==> src/rtl/top_pkg.sv <==
// top_pkg: colour codes, ASCII display values and FSM state encoding
// shared by the colour-indicator unit.
package top_pkg;

    localparam logic [2:0] COL_NONE    = 3'b000;
    localparam logic [2:0] COL_RED     = 3'b001;
    localparam logic [2:0] COL_GREEN   = 3'b010;
    localparam logic [2:0] COL_BLUE    = 3'b011;
    localparam logic [2:0] COL_YELLOW  = 3'b100;
    localparam logic [2:0] COL_WHITE   = 3'b101;
    localparam logic [2:0] COL_BLACK   = 3'b110;
    localparam logic [2:0] COL_INVALID = 3'b111;

    localparam logic [7:0] ASC_NONE    = 8'h20;
    localparam logic [7:0] ASC_RED     = 8'h52;
    localparam logic [7:0] ASC_GREEN   = 8'h47;
    localparam logic [7:0] ASC_BLUE    = 8'h42;
    localparam logic [7:0] ASC_YELLOW  = 8'h59;
    localparam logic [7:0] ASC_WHITE   = 8'h57;
    localparam logic [7:0] ASC_BLACK   = 8'h4B;
    localparam logic [7:0] ASC_INVALID = 8'h3F;

    // Indexed directly by the 3-bit colour code.
    localparam logic [7:0] ASCII_LUT [8] = '{
        ASC_NONE, ASC_RED, ASC_GREEN, ASC_BLUE,
        ASC_YELLOW, ASC_WHITE, ASC_BLACK, ASC_INVALID
    };

    typedef enum logic [1:0] {
        S_IDLE   = 2'd0,
        S_UPDATE = 2'd1,
        S_BEEP   = 2'd2
    } state_t;

    function automatic logic [7:0] ascii_of(input logic [2:0] c);
        return ASCII_LUT[c];
    endfunction

endpackage

==> src/rtl/top_tone_gen.sv <==
// tone_gen: square wave toggling every HALF_PERIOD enabled cycles;
// counter and output clear to 0 whenever en is low.
module tone_gen #(
    parameter int HALF_PERIOD = 12_500
) (
    input  logic clk,
    input  logic Reset,
    input  logic en,
    output logic o_wave
);

    localparam int CW = (HALF_PERIOD > 1) ? $clog2(HALF_PERIOD) : 1;

    logic [CW-1:0] r_cnt  = '0;
    logic          r_wave = 1'b0;
    logic          w_wrap;

    assign w_wrap = r_cnt == CW'(HALF_PERIOD - 1);

    always_ff @(posedge clk or posedge Reset) begin
        if (Reset) begin
            r_cnt  <= '0;
            r_wave <= 1'b0;
        end else if (!en) begin
            r_cnt  <= '0;
            r_wave <= 1'b0;
        end else begin
            r_cnt  <= w_wrap ? '0 : r_cnt + 1'b1;
            r_wave <= r_wave ^ w_wrap;
        end
    end

    assign o_wave = r_wave;

endmodule

==> src/rtl/top.sv <==
// top: colour-indicator unit; debounces a ready-qualified colour code,
// shows the accepted colour as ASCII and beeps on every change.
module top
    import top_pkg::*;
#(
    parameter int CLK_HZ      = 50_000_000,
    parameter int TONE_HZ     = 2_000,
    parameter int BEEP_CYCLES = 5_000_000,
    parameter int STABLE_N    = 16
) (
    input  logic       clk,
    input  logic       Reset,
    input  logic       ready_i,
    input  logic [2:0] Color,
    output logic [7:0] Data,
    output logic       Buzzer
);

    localparam int HALF_PERIOD = CLK_HZ / (2 * TONE_HZ);
    localparam int SW = $clog2(STABLE_N + 1);
    localparam int BW = (BEEP_CYCLES > 1) ? $clog2(BEEP_CYCLES) : 1;

    state_t        r_state = S_IDLE;
    state_t        w_next;
    logic [2:0]    r_cand  = COL_NONE;
    logic [2:0]    r_acc   = COL_NONE;
    logic [SW-1:0] r_stab  = '0;
    logic [BW-1:0] r_beep  = '0;
    logic [7:0]    r_data  = ASC_NONE;
    logic          w_stable;
    logic          w_beep_done;
    logic          w_tone_en;
    logic          w_wave;

    assign w_stable    = r_stab == SW'(STABLE_N);
    assign w_beep_done = r_beep == BW'(BEEP_CYCLES - 1);
    // Dropping en in the last beep cycle leaves the buzzer at 0 on exit.
    assign w_tone_en   = (r_state == S_BEEP) && !w_beep_done;

    always_ff @(posedge clk or posedge Reset) begin
        if (Reset) begin
            r_cand <= COL_NONE;
            r_stab <= '0;
        end else if (ready_i) begin
            if (Color == r_cand) begin
                r_stab <= w_stable ? r_stab : r_stab + 1'b1;
            end else begin
                r_cand <= Color;
                r_stab <= SW'(1);
            end
        end
    end

    always_comb begin
        w_next = r_state;
        case (r_state)
            S_IDLE:   w_next = (w_stable && r_cand != r_acc) ? S_UPDATE : S_IDLE;
            S_UPDATE: w_next = (r_cand != COL_NONE) ? S_BEEP : S_IDLE;
            S_BEEP:   w_next = w_beep_done ? S_IDLE : S_BEEP;
            default:  w_next = S_IDLE;
        endcase
    end

    always_ff @(posedge clk or posedge Reset) begin
        if (Reset) begin
            r_state <= S_IDLE;
            r_acc   <= COL_NONE;
            r_data  <= ASC_NONE;
            r_beep  <= '0;
        end else begin
            r_state <= w_next;
            r_beep  <= w_tone_en ? r_beep + 1'b1 : '0;
            if (r_state == S_UPDATE) begin
                r_acc  <= r_cand;
                r_data <= ascii_of(r_cand);
            end
        end
    end

    tone_gen #(
        .HALF_PERIOD(HALF_PERIOD)
    ) u_tone (
        .clk   (clk),
        .Reset (Reset),
        .en    (w_tone_en),
        .o_wave(w_wave)
    );

    assign Data   = r_data;
    assign Buzzer = w_wave;

endmodule

==> config.mk <==
export PLATFORM = sky130hd
export DESIGN_NAME = top
export DESIGN_NICKNAME = d
export VERILOG_FILES = /design/src/rtl/top_pkg.sv /design/src/rtl/top_tone_gen.sv /design/src/rtl/top.sv
export SDC_FILE = /design/constraint.sdc
export NUM_CORES = 1
export LEC_CHECK = 0
export CELL_PAD_IN_SITES_DETAIL_PLACEMENT = 0
export CELL_PAD_IN_SITES_GLOBAL_PLACEMENT = 1
export CORE_MARGIN = 2
export CORE_UTILIZATION = 37
export DETAILED_ROUTE_END_ITERATION = 10
export PLACE_DENSITY = 0.67
export SLEW_MARGIN = 20
export SYNTH_ARGS = -nofsm -noshare
export SYNTH_HDL_FRONTEND = slang
export SYNTH_SLANG_ARGS = --single-unit
==> constraint.sdc <==
create_clock -name clk -period 5.7 [get_ports clk]
set_clock_uncertainty 0.05 [all_clocks]
set_input_delay 1.14 -clock clk [delete_from_list [all_inputs] [get_ports clk]]
set_output_delay 1.14 -clock clk [all_outputs]
set_load 0.02 [all_outputs]
==> qor.yml <==
route:
  drc: 0
  routed-wl-met2_um: 2490
  dr.max_layer_used: "met4"
  drt-pass1-iter-count: 4
  vias: 2153
  wire_per_inst_um: 13.1
  ant_nets: 0
  totalWireLength_um: 5510
  drtIter0Drc: 125
  vias_per_cell: 5.11
  dr_wl_met3_um: 194
  met1_length_um: 2750
timing:
  fmax_mhz: 376
  min_period_over_period_pct: 46.6
  period_needed_ns: 2.66
  maxSlewViolCount: 0
  worst_slew_margin_rel_pct: 47.1
  finalSetupTns_ns: 0
  worstMarginPinSlew_ns: 0.788
  setup_violations: 0
  hold_slack_ns: 0.424
  grt_setup_unrepaired: "false"
  hold_viol: 0
power_and_ir_drop:
  clkPwrFrac_pct: 41.5
  swShare_pct: 24.4
  power_density_nw_per_um2: 259
  power_switching_mw: 0.206
  peakVddDrop_mv: 0.157
  cellLeakagePower_nw: 1.30
  pwr-share-seq_pct: 51.4
  combPwrFrac_pct: 7.2
  p_int_mw: 0.639
logic_synthesis:
  ys_ff_latch: 58
  synth_cell_type_count: 45
  synth-simple-area-share_pct: 24.9
  synth_compound_area_share_pct: 8.43
  netlist_area_um2: 2850
  syn_inst: 298
  synth_xor_area_share_pct: 9.53
  syn-num-nets: 308
  yosys_warnings: 0
  synth.yosys.seq_area_share_pct: 51.0
  avgSynthCellArea_um2: 9.56
  synth-adder-area-share_pct: 1.76
  synth_top_family_by_area: "simple AND/OR/NAND/NOR gates"
  muxShareOfSynthArea_pct: 1.14
placement:
  hpwlAfterDp_um: 3680
  gp_congestion: 0.773
  io_buffer_count: 13
setup_path:
  worst_setup_path_end_kind: "output port"
  crit_buf_inv: 1
  arrival_ns: 1.47
  path_depth: 1
  reg2reg_from: "r_beep[0]$_DFF_PP0_"
  path_cells: "clkdlybuf4s50_1"
  crit_required_ns: 4.51
  path_class: "reg -> out"
  critPathLaunchType: "register"
  cp_max_fo: 2
  reg2reg_setup_slack_ns: 3.12
  crit_start: "Data[5]$_DFFE_PP1P_"
  cp_slowest_cell: "clkdlybuf4s50_1"
  rr_worst_depth: 6
  cp_slowest_stage_delay_ns: 0.60
  r2r_end: "r_state[1]$_DFF_PP0_"
  critical-path-top-delay-family: "buffers and inverters"
global_route:
  track_usage_pct: 14.6
  grt_pass1_wl_um: 9930
  grt_start_max_net_pins: 59
  grt_antenna_before_repair: 0
  grt_overflow: 0
  grt_pass1_vias: 2074
cts:
  clock_path_buffers: 2
  clockRootBuffer: "clkbuf_8"
  cts_made_buffers: 9
  post-cts-setup-buffer-count: 0
  clk_pin_slew_ns: 0.06
  cts_tree: "yes"
  clk_latency_ns: 0.33
  ctsHoldBuffers: 0
  cts.sinks: 58
  post_cts_resized: 0
  htreeDepth: 3
finish:
  layout.nets: 324
  drive_gt1_share_pct: 8.15
  antennaDiodeCount: 0
  syn2layout_area_growth_pct: 14.6
  final_cell_mix: "dfrtp_1, nor2_1, nand2_1"
  layout_commonest_cell: "dfrtp_1"
die:
  coreArea_um2: 7610
  start_util_pct: 37.5
  row_count: 32
  fp.dieW_um: 91.8
  die_area_um2: 8420
  die_y_um: 91.8
  ios: 15
worst_hold_path:
  min_path_type: "reg -> reg"
  min_delay_path_depth: 1
  hold_start: "u_tone.r_cnt[0]$_DFF_PP0_"
  hold_end: "u_tone.r_cnt[0]$_DFF_PP0_"
run_status:
  status: "completed"
flow_run:
  drv_cap: 0
-- flip-flops by register name, indices dropped and copies added, names as in the netlist --
| name | count |
|---|---|
| Data | 7 |
| r_acc | 3 |
| r_beep | 23 |
| r_cand | 3 |
| r_stab | 5 |
| r_state | 2 |
| u_tone.o_wave | 1 |
| u_tone.r_cnt | 14 |
-- how the worst max path moves through the flow --
stage,to,slack [ns]
finish,Data[5],3.04
global route,r_state[1]$_DFF_PP0_,2.86
CTS,Data[5],3.03
detailed placement,r_stab[0]$_DFFE_PP0P_,3.00
global placement,r_stab[0]$_DFFE_PP0P_,3.02
floorplan,Data[0]$_DFFE_PP0P_,3.08
-- layer usage --
metal	GRT usage, %	vias to the layer above
met4	5.72	0
met2	22.2	30
li1	-	1069
met3	3.70	8
met1	20.1	1046
met5	0	-
-- Yosys cell counts (all sizes together) --
cell type | count | area share, %
dfrtp | 57 | 50
nor2 | 36 | 4.7
nand2 | 29 | 3.8
nand3 | 17 | 3.2
xnor2 | 17 | 5.2
o21ai | 15 | 2.6
xor2 | 14 | 4.3
inv | 11 | 1.4
nor3 | 11 | 1.9
a21oi | 10 | 1.8
clkbuf | 8 | 1.1
nand4 | 8 | 2.0
nor4 | 8 | 1.8
or3 | 7 | 1.5
or4 | 7 | 1.8
ha | 4 | 1.8
a22o | 3 | 0.92
and3 | 3 | 0.66
buf | 3 | 0.61
nor2b | 3 | 0.66
o31ai | 3 | 0.79
and2 | 2 | 0.44
mux2 | 2 | 0.79
nand2b | 2 | 0.44
nor4b | 2 | 0.61
a31o | 1 | 0.31
conb | 1 | 0.13
dfstp | 1 | 0.92
mux2i | 1 | 0.35
nand3b | 1 | 0.26
nand4b | 1 | 0.31
nor3b | 1 | 0.26
o211ai | 1 | 0.26
o21a | 1 | 0.26
o21ba | 1 | 0.35
o22a | 1 | 0.31
o22ai | 1 | 0.22
o31a | 1 | 0.31
o41ai | 1 | 0.31
or2 | 1 | 0.22
or3b | 1 | 0.31
-- area by class of cell --
type	count	area, um2
clock buffer	14	173
clock inverter	2	10.0
fill	768	4340
inverter	11	41.3
multi-input combinational	218	1310
sequential	58	1450
tap	102	128
timing repair buffer	16	153
-- per-stage QoR --
step / total power [mW] / utilization (%) / area (um2) / worst slack, ns / instances
detailed placement: 0.504 / 40.4 / 3080 / 3.00 / 404
global route: 0.888 / 42.9 / 3270 / 2.86 / 421
finish: 0.846 / 42.9 / 3270 / 3.04 / 421
CTS: 0.858 / 42.8 / 3260 / 3.03 / 420
floorplan: 0.481 / - / 2850 / 3.08 / 298
global placement: 0.503 / 40.4 / 3080 / 3.02 / 404
-- power by group through the flow --
stage                     Clock (mW)  Combinational [mW]  Sequential (mW)
after floorplan                    0              0.0422            0.439
after global placement             0              0.0615            0.442
after detailed placement           0              0.0616            0.442
after CTS                      0.362              0.0617            0.434
after global routing           0.383              0.0690            0.436
final                          0.351              0.0605            0.434
-- kinds of logic after synthesis --
logic type	after synthesis
and+or+nand+nor	140
xor gates and xnor gates	31
buffers and inverters	22
adders and majority gates	4
DFF	58
muxes	3
AOI/OAI and AO/OA	39
other	1
Power figures use the tool's default switching activity.
